--- src/rtl/ow_slave_ds1821.sv ---
// DS1821-subset 1-wire responder: reset/presence handling, LSB-first command
// reception, temperature/status read-back and start/stop-convert tracking.
module ow_slave_ds1821 #(
    parameter int TICKS_PER_US     = 50,
    parameter int RESET_MIN_US     = 400,
    parameter int PRESENCE_WAIT_US = 30,
    parameter int PRESENCE_LEN_US  = 120,
    parameter int SAMPLE_US        = 30,
    parameter int TX_LOW_US        = 45
) (
    input  logic       ow_clk,
    input  logic       ow_reset,
    input  logic       ow_bus_in,
    output logic       ow_pull_low,
    input  logic [7:0] temp_in,
    output logic [7:0] status_out,
    output logic       conv_active,
    output logic       cmd_strobe,
    output logic [7:0] cmd_code
);

    localparam logic [19:0] RESET_TICKS = 20'(RESET_MIN_US * TICKS_PER_US);
    localparam logic [19:0] PWAIT_LAST  = 20'(PRESENCE_WAIT_US * TICKS_PER_US - 1);
    localparam logic [19:0] PLEN_LAST   = 20'(PRESENCE_LEN_US * TICKS_PER_US - 1);
    localparam logic [19:0] SAMPLE_LAST = 20'(SAMPLE_US * TICKS_PER_US - 1);
    localparam logic [19:0] TXLOW_LAST  = 20'(TX_LOW_US * TICKS_PER_US - 1);
    localparam logic [19:0] TIMER_MAX   = 20'hFFFFF;

    localparam logic [7:0] CMD_READ_TEMP  = 8'hAA;
    localparam logic [7:0] CMD_READ_STAT  = 8'hAC;
    localparam logic [7:0] CMD_START_CONV = 8'hEE;
    localparam logic [7:0] CMD_STOP_CONV  = 8'h22;
    localparam logic [7:0] CMD_WRITE_STAT = 8'h0C;

    typedef enum logic [2:0] {
        S_IDLE,
        S_PRES_WAIT,
        S_PRES_DRIVE,
        S_RX_CMD,
        S_DECODE,
        S_RX_DATA,
        S_TX_DATA
    } state_t;

    // Saturating increment shared by the low timer and the slot timer.
    function automatic logic [19:0] sat_inc(input logic [19:0] v, input logic [19:0] lim);
        return (v >= lim) ? lim : v + 20'd1;
    endfunction

    logic        bus_meta_q, bus_s_q, bus_prev_q;
    logic [19:0] low_cnt_q, low_cnt_d;
    logic [19:0] slot_q;
    state_t      state_q;
    logic [2:0]  bit_q;
    logic        armed_q;
    logic [7:0]  shreg_q, shreg_d;
    logic [7:0]  txbuf_q;
    logic        pull_q;
    logic [7:0]  status_q;
    logic        conv_q;
    logic        strobe_q;
    logic [7:0]  code_q;
    logic        fall, rise, bus_reset;

    assign ow_pull_low = pull_q;
    assign status_out  = status_q;
    assign conv_active = conv_q;
    assign cmd_strobe  = strobe_q;
    assign cmd_code    = code_q;

    // Bring the asynchronous line into the clock domain and keep a delayed copy for edges.
    always_ff @(posedge ow_clk) begin
        if (ow_reset) begin
            bus_meta_q <= 1'b1;
            bus_s_q    <= 1'b1;
            bus_prev_q <= 1'b1;
        end else begin
            bus_meta_q <= ow_bus_in;
            bus_s_q    <= bus_meta_q;
            bus_prev_q <= bus_s_q;
        end
    end

    // Edge detection, bus-reset qualification and next-bit shift value.
    always_comb begin
        // Falls while we hold the line ourselves are our own echo, not the master.
        fall      = bus_prev_q & ~bus_s_q & ~pull_q;
        rise      = ~bus_prev_q & bus_s_q;
        bus_reset = rise && (low_cnt_q == RESET_TICKS);
        low_cnt_d = bus_s_q ? 20'd0 : sat_inc(low_cnt_q, RESET_TICKS);
        shreg_d   = shreg_q;
        shreg_d[bit_q] = bus_s_q;
    end

    // Measure how long the line has been low so long lows can be told from slots.
    always_ff @(posedge ow_clk) begin
        if (ow_reset) begin
            low_cnt_q <= 20'd0;
        end else begin
            low_cnt_q <= low_cnt_d;
        end
    end

    // Protocol state machine with registered line driver and outputs.
    always_ff @(posedge ow_clk) begin
        if (ow_reset) begin
            state_q  <= S_IDLE;
            slot_q   <= 20'd0;
            bit_q    <= 3'd0;
            armed_q  <= 1'b0;
            pull_q   <= 1'b0;
            status_q <= 8'h00;
            conv_q   <= 1'b0;
            strobe_q <= 1'b0;
            code_q   <= 8'h00;
        end else begin
            strobe_q <= 1'b0;
            slot_q   <= fall ? 20'd0 : sat_inc(slot_q, TIMER_MAX);
            if (bus_reset) begin
                // A master reset wins over anything in progress, including a presence pulse.
                state_q <= S_PRES_WAIT;
                slot_q  <= 20'd0;
                pull_q  <= 1'b0;
                bit_q   <= 3'd0;
                armed_q <= 1'b0;
            end else begin
                case (state_q)
                    S_IDLE: begin
                    end
                    S_PRES_WAIT: begin
                        if (slot_q == PWAIT_LAST) begin
                            state_q <= S_PRES_DRIVE;
                            slot_q  <= 20'd0;
                            pull_q  <= 1'b1;
                        end
                    end
                    S_PRES_DRIVE: begin
                        if (slot_q == PLEN_LAST) begin
                            state_q <= S_RX_CMD;
                            pull_q  <= 1'b0;
                            bit_q   <= 3'd0;
                            armed_q <= 1'b0;
                        end
                    end
                    S_RX_CMD, S_RX_DATA: begin
                        if (fall) begin
                            armed_q <= 1'b1;
                        end else if (armed_q && slot_q == SAMPLE_LAST) begin
                            armed_q <= 1'b0;
                            shreg_q <= shreg_d;
                            if (bit_q == 3'd7) begin
                                bit_q <= 3'd0;
                                if (state_q == S_RX_CMD) begin
                                    code_q   <= shreg_d;
                                    strobe_q <= 1'b1;
                                    state_q  <= S_DECODE;
                                end else begin
                                    status_q <= shreg_d;
                                    state_q  <= S_IDLE;
                                end
                            end else begin
                                bit_q <= bit_q + 3'd1;
                            end
                        end
                    end
                    S_DECODE: begin
                        bit_q   <= 3'd0;
                        armed_q <= 1'b0;
                        case (code_q)
                            CMD_READ_TEMP: begin
                                txbuf_q <= temp_in;
                                state_q <= S_TX_DATA;
                            end
                            CMD_READ_STAT: begin
                                txbuf_q <= status_q;
                                state_q <= S_TX_DATA;
                            end
                            CMD_START_CONV: begin
                                conv_q  <= 1'b1;
                                state_q <= S_IDLE;
                            end
                            CMD_STOP_CONV: begin
                                conv_q  <= 1'b0;
                                state_q <= S_IDLE;
                            end
                            CMD_WRITE_STAT: state_q <= S_RX_DATA;
                            default:        state_q <= S_IDLE;
                        endcase
                    end
                    S_TX_DATA: begin
                        if (fall) begin
                            armed_q <= 1'b1;
                            pull_q  <= ~txbuf_q[bit_q];
                        end else if (armed_q && slot_q == TXLOW_LAST) begin
                            // 0 bits release here; 1 bits advance at the same count.
                            armed_q <= 1'b0;
                            pull_q  <= 1'b0;
                            if (bit_q == 3'd7) begin
                                bit_q   <= 3'd0;
                                state_q <= S_IDLE;
                            end else begin
                                bit_q <= bit_q + 3'd1;
                            end
                        end
                    end
                    default: state_q <= S_IDLE;
                endcase
            end
        end
    end

endmodule

--- config.mk ---
export PLATFORM = sky130hd
export DESIGN_NAME = ow_slave_ds1821
export DESIGN_NICKNAME = d
export VERILOG_FILES = /design/src/rtl/ow_slave_ds1821.sv
export SDC_FILE = /design/constraint.sdc
export NUM_CORES = 1
export LEC_CHECK = 0
export CELL_PAD_IN_SITES_DETAIL_PLACEMENT = 1
export CELL_PAD_IN_SITES_GLOBAL_PLACEMENT = 1
export CORE_MARGIN = 2
export CORE_UTILIZATION = 49
export DETAILED_ROUTE_END_ITERATION = 8
export PLACE_DENSITY_LB_ADDON = 0.1
export SKIP_CTS_REPAIR_TIMING = 1
export SLEW_MARGIN = 40
export SYNTH_ARGS = -nofsm -noshare
export SYNTH_HDL_FRONTEND = slang
export SYNTH_SLANG_ARGS = --single-unit
--- constraint.sdc ---
create_clock -name ow_clk -period 5.1 [get_ports ow_clk]
set_input_delay 0.51 -clock ow_clk [delete_from_list [all_inputs] [get_ports ow_clk]]
set_output_delay 0.51 -clock ow_clk [all_outputs]
set_load 0.01 [all_outputs]
# Yosys cells after proc, flatten, opt, wreduce, memory -nomap -nowiden

Cells that the tools add are included.

Reduce and logical (&&, ||, !) cells: 25
Equality and inequality tests: 35
$add $sub $neg: 3
Shifts and indexed selects: 0
Magnitude comparators: 4
Multipliers: 0
Bitwise operators: 15
Muxes and demuxes: 41
Div/mod/pow operators: 0

Operator list:

| cell                                                                                  | count |
|---|---|
| 20-bit 2-to-1 mux                                                                     | 4 |
| 3-bit 2-to-1 mux                                                                      | 15 |
| 20-bit by 1-bit adder with 20-bit output, second input constant                       | 2 |
| 3-bit != test, second input constant                                                  | 10 |
| 8-bit == test, second input constant                                                  | 3 |
| 20-bit by 11-bit == test with 1-bit output, second input constant                     | 1 |
| 20-bit by 12-bit == test with 1-bit output, second input constant                     | 1 |
| 20-bit by 13-bit == test with 1-bit output, second input constant                     | 1 |
| 20-bit by 15-bit == test with 1-bit output, second input constant                     | 1 |
| 20-bit by 15-bit greater-or-equal comparator with 1-bit output, second input constant | 1 |
| 20-bit greater-or-equal comparator, second input constant                             | 1 |
| 2-bit != test, second input constant                                                  | 9 |
| 3-bit one-hot mux with 6 select lines                                                 | 1 |
| 6-bit AND reduction                                                                   | 3 |
| 9-bit AND reduction                                                                   | 2 |
| 8-bit one-hot mux with 2 select lines                                                 | 1 |
| 15-bit 2-to-1 mux                                                                     | 1 |
| 3-bit == test, second input constant                                                  | 4 |
| 1-bit inverter                                                                        | 12 |
| 3-bit one-hot mux with 4 select lines                                                 | 1 |
| 4-bit AND reduction                                                                   | 3 |
| 1-bit 2-to-1 mux                                                                      | 11 |
| 8-bit bitwise mux                                                                     | 1 |
| 8-bit by 4-bit == test with 1-bit output, second input constant                       | 1 |
| other kinds (23)                                                                      | 33 |

Flip-flop bits (word level): 85
Output and inout port bits: 19
Bits in read-only memories: 0
Input bits: 11
Memories: 0
Bits in latches: 0
Logic and storage cells: 140
Bits in writable memories: 0

# Logic depth before layout (Yosys ltp)

Gate-level depths: netlist (run 1).

Depth in word-level cells: 7
Gate-level depth with buffers: 10
Gate-level depth less buffers: 8

# Least setup slack after synthesis (run 1)

No wires, ideal clock.

Path type: register -> register
Start point: register slot_q[17]
End point: register shreg_q[0], enable pin
Data required time: 4.717 ns
Path buffers: 0
Cell stages (with the launch flop): 5
Period minus slack after synthesis: 2.387 ns
Data arrival time: 2.004 ns
Path slack: 2.713 ns
Library setup time: 0.383 ns
Cells stage by stage: dfxtp_1 nor4_4 nand3b_2 or4_1 nor3_1

Word-level cells in the longest chain between the ends: 3

RTL lines:

| item                                       | line | RTL |
|---|---|---|
| start: declaration                         | 52   | `logic [19:0] slot_q;` |
| start signal: assignment                   | 118  | `slot_q <= fall ? 20'd0 : sat_inc(slot_q, TIMER_MAX);` |
| 20-bit by 11-bit == test with 1-bit output | 148  | `end else if (armed_q && slot_q == SAMPLE_LAST) begin` |
| 1-bit logical AND                          | 148  |  |
| 5-bit AND reduction (no source line)       | n/a  |  |
| end signal: assignment                     | 150  | `shreg_q <= shreg_d;` |
| end: declaration                           | 56   | `logic [7:0] shreg_q, shreg_d;` |

No other way between the ends.
A chain may end at the register's enable or synchronous reset.

# Worst setup path in the final report (run 1)

Start point: register low_cnt_q[12]
End point: register slot_q[10]

Word-level cells in the longest chain between the ends: 3

RTL lines:

| item                                       | line | RTL |
|---|---|---|
| start: declaration                         | 51   | `logic [19:0] low_cnt_q, low_cnt_d;` |
| start signal: assignment                   | 100  | `low_cnt_q <= low_cnt_d;` |
| 20-bit by 15-bit == test with 1-bit output | 89   | `bus_reset = rise && (low_cnt_q == RESET_TICKS);` |
| 1-bit logical AND                          | 89   |  |
| 2-bit OR reduction (no source line)        | n/a  |  |

No other way between the ends.

==> impl_metrics.json, run 1 <==
{
  "grt_start_max_net_pins": 25,
  "ys_types": 62,
  "placed_cells": 543,
  "slowest_delay_ns": 0.68,
  "ys_ff_latch": 85,
  "worstPathArrival_ns": 3.13,
  "setup.worst_path.end_class": "register",
  "root_buffer": "clkbuf_8",
  "drtAntennaViolNets": 0,
  "via_per_inst": 5.70,
  "totalWireLength_mm": 10.0,
  "first_global_vias": 3325,
  "drv_cap": 0,
  "final_common_cell": "dfxtp_1",
  "min_path_type": "reg2reg",
  "finalMaxSlewViolations": 0,
  "totalPowerFinal_mw": 1.19,
  "cpMaxStageDelayCell": "or3_1",
  "finalCriticalPeriod_ns": 2.92,
  "synthFlopType": "dfxtp_1",
  "r2r-end": "slot_q[10]$_SDFF_PP0_",
  "whs_ns": 0.412,
  "cts_tree": "yes",
  "tightest_slew_ns": 0.763,
  "r2r_start": "low_cnt_q[12]$_SDFF_PP0_",
  "start_util_pct": 50.2,
  "clkSlewWorstSetupHoldPaths_ns": 0.09,
  "gp_congestion": 0.872,
  "io_pins": 30,
  "hold_viol_final": 0,
  "antenna_found_initial": 0,
  "crit_start": "low_cnt_q[12]$_SDFF_PP0_",
  "first_iter_violations": 164,
  "async_flop_share_pct": 0,
  "yosysSeqAreaShare_pct": 45.6,
  "skew_ns": 0.0125,
  "crit_type": "reg2reg",
  "rows": 33,
  "grt-ovfl-total": 0,
  "yosys_warnings": 0,
  "fin_crit_sh_pct": 57.2,
  "syn_area_mm2": 0.00408,
  "crit_path_max_fanout": 20,
  "setup_violations": 0,
  "outcome": "completed",
  "layout_common_cells": "69 x dfxtp_1, 50 x nor2_1, 28 x clkdlybuf4s50_1",
  "synth_edf_count": 16,
  "portBuffers": 29,
  "fillers": 907,
  "dr.pass1.iters": 4,
  "drc": 0,
  "cp-start-kind": "register",
  "fin_setup_tns_ns": 0,
  "area_growth_pct": 13.8,
  "fmax_mhz": 343,
  "fp.coreArea_mm2": 0.00813,
  "path_cells": "or4b_1 > nor4_4 > nand4_2 > nand2b_1 > or3_1 > a21oi_1",
  "cts_buffer_depth": 2,
  "cts_made_buffers": 9,
  "slew_headroom_pct": 49.1,
  "p_per_area_mw_per_mm2": 256,
  "antennaDiodeCount": 0,
  "power.leakage_nw": 1.57,
  "clk_latency_ns": 0.37,
  "ir_drop_mv": 0.169,
  "final_cells": 559,
  "grt_first_pass_wirelength_mm": 16.6,
  "drive_above_1_share_pct": 12.3,
  "crit_end": "slot_q[10]$_SDFF_PP0_",
  "post_synth_inst_count": 420,
  "syn_avg_cell_area_um2": 9.72,
  "wl_per_cell_um": 18.0,
  "reg2regPathDepth": 6,
  "r2r_slack_ns": 2.18,
  "cts.sinks": 85,
  "regArea_mm2": 0.00186,
  "rsz0062_at_grt": "no",
  "dieHeight_um": 95.3,
  "crit_required_ns": 5.31,
  "vias": 3186,
  "grt.total_usage_pct": 23.8,
  "multi_input_area_mm2": 0.00213,
  "dp_hpwl_mm": 7.39,
  "h-tree-depth": 3,
  "final_nets": 466,
  "die_area_mm2": 0.00908,
  "die_w_um": 95.3
}
[cell families after synthesis]
| logic type | Yosys count | share of synthesized area, % |
|---|---|---|
| buffers and inverters | 28 | 3.19 |
| and+or+nand+nor | 179 | 24.4 |
| DFF | 85 | 45.6 |
| other | 1 | 0.0918 |
| adders and majority gates | 6 | 1.84 |
| muxes | 36 | 9.62 |
| xor gates and xnor gates | 29 | 6.22 |
| AOI/OAI and AO/OA | 56 | 9.04 |
[Yosys cell counts (all sizes together) (2+ instances only)]
cell / n / share of area (%)
o211ai: 2 / 0.37
nor3: 17 / 2.1
or2: 5 / 0.77
mux2i: 19 / 4.7
clkbuf: 10 / 1.2
or4: 5 / 0.92
buf: 5 / 0.80
o2bb2ai: 2 / 0.43
a311oi: 2 / 0.43
a21o: 2 / 0.37
nor4bb: 3 / 0.74
mux2: 16 / 4.4
ha: 6 / 1.8
nand3: 21 / 2.6
xor2: 12 / 2.6
nand3b: 2 / 0.46
nor2b: 5 / 0.77
nand4b: 2 / 0.43
dfxtp: 69 / 34
nor4b: 2 / 0.43
and4: 2 / 0.43
inv: 13 / 1.2
nand4: 10 / 1.8
a211oi: 2 / 0.37
or4b: 3 / 0.83
nor2: 50 / 4.6
edfxtp: 16 / 12
nor4: 7 / 1.8
a21oi: 28 / 3.5
o21ai: 10 / 1.3
xnor2: 17 / 3.6
nand2: 27 / 2.5
and3: 8 / 1.3
or3: 4 / 0.64
[routing by layer]
layer	vias to the layer above	track usage, %	wire [um]	part of all wire, %
li1	1561	-	-	-
met1	1580	32.3	4820	48
met2	35	39.0	4820	48
met3	10	4.51	260	2.6
met4	0	6.52	129	1.3
met5	-	0	0	0
[how the worst min path moves through the flow]
stage	from	end	slack, ns	cells past startpoint
final	bus_meta_q$_SDFF_PP1_	bus_s_q$_SDFF_PP1_	0.41	1
after global routing	bus_meta_q$_SDFF_PP1_	bus_s_q$_SDFF_PP1_	0.43	1
after detailed placement	bus_meta_q$_SDFF_PP1_	bus_s_q$_SDFF_PP1_	0.40	1
after CTS	bus_meta_q$_SDFF_PP1_	bus_s_q$_SDFF_PP1_	0.42	1
after global placement	bus_meta_q$_SDFF_PP1_	bus_s_q$_SDFF_PP1_	0.39	1
after floorplan	bus_meta_q$_SDFF_PP1_	bus_s_q$_SDFF_PP1_	0.39	1
[sequential cells by signal, summed over array words and instances, names as in the netlist]
name and count:
cmd_strobe 1, slot_q 20, bus_prev_q 1, low_cnt_q 20, status_out 8, cmd_code 8, bus_s_q 1, state_q 3
ow_pull_low 1, txbuf_q 8, shreg_q 8, bit_q 3, conv_active 1, armed_q 1, bus_meta_q 1
[worst max-delay path, delay by kind of cell, from the launching register on]
family	cells	cell delay [ns]
AND/OR/NAND/NOR	5	2.27
AO/OA/AOI/OAI	1	0.11
flip-flops	1	0.37
[stage by stage]
step / worst slack, ns / cell area [um2] / util (%)
floorplan: 2.71 / 4100 / -
global placement: 1.97 / 4450 / 54.7
detailed placement: 1.99 / 4460 / 54.8
CTS: 2.19 / 4650 / 57.2
global route: 1.98 / 4650 / 57.1
finish: 2.18 / 4650 / 57.1
[area by class of cell]
type | instances | share of cell area (%)
Inverter | 13 | 1.05
Clock inverter | 6 | 0.969
Timing Repair Buffer | 29 | 6.14
Clock buffer | 10 | 3.20
Tap cell | 105 | 2.83
Multi-Input combinational cell | 311 | 45.8
Sequential cell | 85 | 40.1
[report_power, final]
group / switching, mW / internal, mW / total [mW] / leakage (nW)
Combinational: 0.0175 / 0.0147 / 0.0321 / 0.799
Sequential: 0.00572 / 0.688 / 0.693 / 0.679
Clock: 0.257 / 0.208 / 0.465 / 0.0900
Total: 0.280 / 0.910 / 1.19 / 1.57
No activity file was read; power rests on OpenSTA's default activity.
==> inputs of run 2 (changes only) <==
Settings changed: CORE_UTILIZATION 49 to 41.
Clock period 5.1 ns to 2.5 ns, I/O delays scaled along.
==> impl_metrics.json, run 2 (synthesized netlist as in run 1, its figures left out) <==
{
  "crit_required_ns": 2.75,
  "power_frac_seq_pct": 52.4,
  "antenna_found_initial": 0,
  "fmax_mhz": 418,
  "slew_headroom_pct": 59.0,
  "via_per_inst": 5.34,
  "combPwrFrac_pct": 3.0,
  "r2r_slack_ns": 0.11,
  "dieHeight_um": 104,
  "ir_drop_mv": 0.341,
  "internal_power_mw": 2.11,
  "die_area_mm2": 0.0108,
  "worstPathArrival_ns": 2.64,
  "fin_ws_ns": 0.107,
  "wl_per_cell_um": 16.7,
  "cts_tree": "yes",
  "hold_viol_final": 0,
  "power_frac_clock_pct": 44.6,
  "rsz0062_at_grt": "no",
  "finalCriticalPeriod_ns": 2.39,
  "dp_slack_ns": 0.0220,
  "drv_cap": 0,
  "gp_congestion": 0.748,
  "vias": 3365,
  "final_common_cell": "dfxtp_1",
  "area_growth_pct": 24.9,
  "setup_violations": 0,
  "tightest_slew_ns": 0.612,
  "grt.total_usage_pct": 20.1,
  "totalWireLength_mm": 10.5,
  "finalMaxSlewViolations": 0,
  "dp_hpwl_mm": 7.62,
  "multi_input_area_mm2": 0.00215,
  "p_switching_mw": 0.581,
  "crit_path_max_fanout": 20,
  "h-tree-depth": 3,
  "final_cells": 630,
  "crit_type": "reg2reg",
  "skew_ns": 0.0113,
  "layout_common_cells": "69 x dfxtp_1, 49 x nor2_1, 42 x buf_4",
  "totalPowerFinal_mw": 2.69,
  "io_pins": 30,
  "fin_area_mm2": 0.00510,
  "first_global_vias": 3448,
  "cts.sinks": 85,
  "power.leakage_nw": 1.78,
  "fin_setup_tns_ns": 0,
  "min_path_type": "reg2reg",
  "drive_above_1_share_pct": 20.9,
  "fp.coreArea_mm2": 0.00973,
  "first_iter_violations": 107,
  "cts_made_buffers": 9,
  "p_sw_share_pct": 21.6,
  "portBuffers": 29,
  "final_nets": 509,
  "clkSlewWorstSetupHoldPaths_ns": 0.09,
  "start_util_pct": 42.0,
  "outcome": "completed",
  "dr.pass1.iters": 4,
  "drc": 0,
  "regArea_mm2": 0.00186,
  "grt_first_pass_wirelength_mm": 17.4,
  "die_w_um": 104,
  "root_buffer": "clkbuf_8",
  "clk_latency_ns": 0.36,
  "placed_area_mm2": 0.00480,
  "p_per_area_mw_per_mm2": 528,
  "drtAntennaViolNets": 0,
  "antennaDiodeCount": 0,
  "reg.largest.list": "low_cnt_q: 20 flops, slot_q: 20 flops",
  "fillers": 1132,
  "grt_start_max_net_pins": 24,
  "fin_crit_sh_pct": 95.7,
  "cts_buffer_depth": 2,
  "setup.worst_path.end_class": "register",
  "grt-ovfl-total": 0,
  "rows": 36,
  "cp-start-kind": "register",
  "placed_cells": 613
}
run 2: changes by cell type in the layout (fill, tap and decap cells not counted), moves of 2 or more:
cell        delta
clkinv_4       +2
clkinvlp_4     -2
bufinv_16      +3
buf_4         +42
run 2: final cells by class:
type                       count  share of cell area (%)
multi-input combinational    311                    42.2
sequential                    85                    36.5
timing repair buffer          72                    12.2
tap                          133                    3.26
clock buffer                   9                    2.43
clock inverter                 7                    2.43
inverter                      13                   0.957
run 2: metrics by stage:
step | hold slack [ns] | util (%)
after detailed placement | 0.400 | 49.3
after floorplan | 0.354 | -
final | 0.421 | 52.4
after global placement | 0.395 | 49.3
after global routing | 0.451 | 52.4
after CTS | 0.423 | 51.9
run 2: path summary, 6_finish.rpt:
path | end | depth (start not counted) | startpoint
max | slot_q[7]$_SDFF_PP0_ | 8 | low_cnt_q[3]$_SDFF_PP0_
min | bus_s_q$_SDFF_PP1_ | 1 | bus_meta_q$_SDFF_PP1_
max reg2reg | slot_q[7]$_SDFF_PP0_ | 8 | low_cnt_q[3]$_SDFF_PP0_
min reg2reg | bus_s_q$_SDFF_PP1_ | 1 | bus_meta_q$_SDFF_PP1_
run 2: power groups by stage:
| stage | Sequential [mW] | Combinational [mW] | Clock [mW] |
|---|---|---|---|
| global placement | 1.44 | 0.0763 | 0 |
| floorplan | 1.44 | 0.0422 | 0 |
| CTS | 1.41 | 0.0785 | 1.23 |
| detailed placement | 1.44 | 0.0782 | 0 |
| finish | 1.41 | 0.0820 | 1.20 |
| global route | 1.41 | 0.0905 | 1.27 |
run 2: critical path: stages (launching register included):
cell      delay [ns]
dfxtp_1         0.37
or4b_4          0.58
nor4_4          0.41
nand4_4         0.21
nand2b_4        0.12
buf_4           0.18
or3_1           0.16
buf_8           0.17
a21oi_1         0.07
run 2: metal layers:
metal | vias up | track usage (%) | share of wire, %
met5 | - | 0 | 0
met4 | 0 | 5.50 | 0.83
met3 | 8 | 3.78 | 2.1
met2 | 29 | 32.2 | 47
met1 | 1663 | 27.7 | 50
li1 | 1665 | - | -
==> inputs of run 3 (changes only) <==
Settings changed: CORE_MARGIN 2 to 4.
==> impl_metrics.json, run 3 (synthesized netlist as in run 1, its figures left out) <==
{
  "dp_slack_ns": -0.0114,
  "p_per_area_mw_per_mm2": 485,
  "drv_cap": 0,
  "wl_per_cell_um": 16.8,
  "antenna_found_initial": 0,
  "gp_congestion": 0.808,
  "fin_crit_sh_pct": 95.2,
  "fmax_mhz": 420,
  "clkSlewWorstSetupHoldPaths_ns": 0.09,
  "crit_path_max_fanout": 20,
  "drive_above_1_share_pct": 20.0,
  "grt.total_usage_pct": 19.5,
  "dieHeight_um": 108,
  "finalMaxSlewViolations": 0,
  "rows": 36,
  "skew_ns": 0.00933,
  "finalCriticalPeriod_ns": 2.38,
  "vias": 3347,
  "rsz0062_at_grt": "no",
  "final_nets": 507,
  "layout_common_cells": "69 x dfxtp_1, 50 x nor2_1, 40 x buf_4",
  "fp.coreArea_mm2": 0.00973,
  "cts.sinks": 85,
  "drtAntennaViolNets": 0,
  "final_cells": 628,
  "worstPathArrival_ns": 2.62,
  "root_buffer": "clkbuf_8",
  "slew_headroom_pct": 51.7,
  "via_per_inst": 5.33,
  "setup.worst_path.end_class": "register",
  "min_path_type": "reg2reg",
  "antennaDiodeCount": 0,
  "grt_first_pass_wirelength_mm": 17.7,
  "dr.pass1.iters": 4,
  "clk_latency_ns": 0.36,
  "crit_required_ns": 2.74,
  "area_growth_pct": 22.8,
  "h-tree-depth": 3,
  "fin_setup_tns_ns": 0,
  "hold_viol_final": 0,
  "first_global_vias": 3479,
  "crit_type": "reg2reg",
  "cts_tree": "yes",
  "totalPowerFinal_mw": 2.43,
  "final_common_cell": "dfxtp_1",
  "first_iter_violations": 125,
  "final_core_util_pct": 51.6,
  "grt_start_max_net_pins": 24,
  "dp_hpwl_mm": 7.80,
  "cts_made_buffers": 9,
  "portBuffers": 29,
  "drc": 0,
  "reg.largest.list": "low_cnt_q: 20 flops, slot_q: 20 flops",
  "ir_drop_mv": 0.287,
  "io_pins": 30,
  "die_area_mm2": 0.0116,
  "outcome": "completed",
  "power.leakage_nw": 1.74,
  "tightest_slew_ns": 0.722,
  "cts_buffer_depth": 2,
  "cp-start-kind": "register",
  "totalWireLength_mm": 10.5,
  "grt-ovfl-total": 0,
  "fin_ws_ns": 0.120,
  "setup_violations": 0,
  "start_util_pct": 42.0,
  "die_w_um": 108,
  "placed_cells": 611
}
run 3: cell types whose count changed in the layout (fill, tap and decap cells not counted), sizes merged:
cell	change
clkbuf	+4
bufinv	-3
buf	-2
clkinv	-2
clkinvlp	+1
run 3: critical path, stage by stage (launching register included):
cell and delay, ns:
dfxtp_1 0.36, or4b_4 0.58, nor4_4 0.38, nand4_4 0.21, nand2b_4 0.13, buf_4 0.18
or3_1 0.14, buf_6 0.20, a211oi_1 0.09
run 3: final timing paths:
path / to / start / slack (ns) / cells past startpoint
worst max-delay path: slot_q[19]$_SDFF_PP0_ / low_cnt_q[3]$_SDFF_PP0_ / 0.12 / 8
worst min-delay path: bus_s_q$_SDFF_PP1_ / bus_meta_q$_SDFF_PP1_ / 0.42 / 1
worst max register to register: slot_q[19]$_SDFF_PP0_ / low_cnt_q[3]$_SDFF_PP0_ / 0.12 / 8
worst min register to register: bus_s_q$_SDFF_PP1_ / bus_meta_q$_SDFF_PP1_ / 0.42 / 1
run 3: metrics by stage:
stage | cell area, um2 | hold WS (ns)
final | 5020 | 0.416
after global routing | 5020 | 0.438
after CTS | 4970 | 0.430
after detailed placement | 4790 | 0.409
after global placement | 4780 | 0.391
after floorplan | 4100 | 0.354
run 3: layout make-up:
type / count / area (um2)
Sequential cell: 85 / 1860
Clock buffer: 13 / 169
Multi-Input combinational cell: 311 / 2150
Clock inverter: 3 / 20.0
Tap cell: 133 / 166
Inverter: 13 / 48.8
Fill cell: 1160 / 4710
Timing Repair Buffer: 70 / 602
run 3: per-layer routing:
layer	vias up	GRT usage, %	part of all wire [%]
li1	1648	-	-
met1	1643	26.2	50
met2	35	30.6	46
met3	21	3.72	2.2
met4	0	7.84	2.3
met5	-	0	0
run 3: where the power goes:
group | leakage [nW] | switching, mW | total [mW] | internal [mW]
sequential | 0.679 | 0.00726 | 1.41 | 1.40
clock | 0.0917 | 0.496 | 0.938 | 0.442
combinational | 0.973 | 0.0425 | 0.0835 | 0.0410
total | 1.74 | 0.546 | 2.43 | 1.89
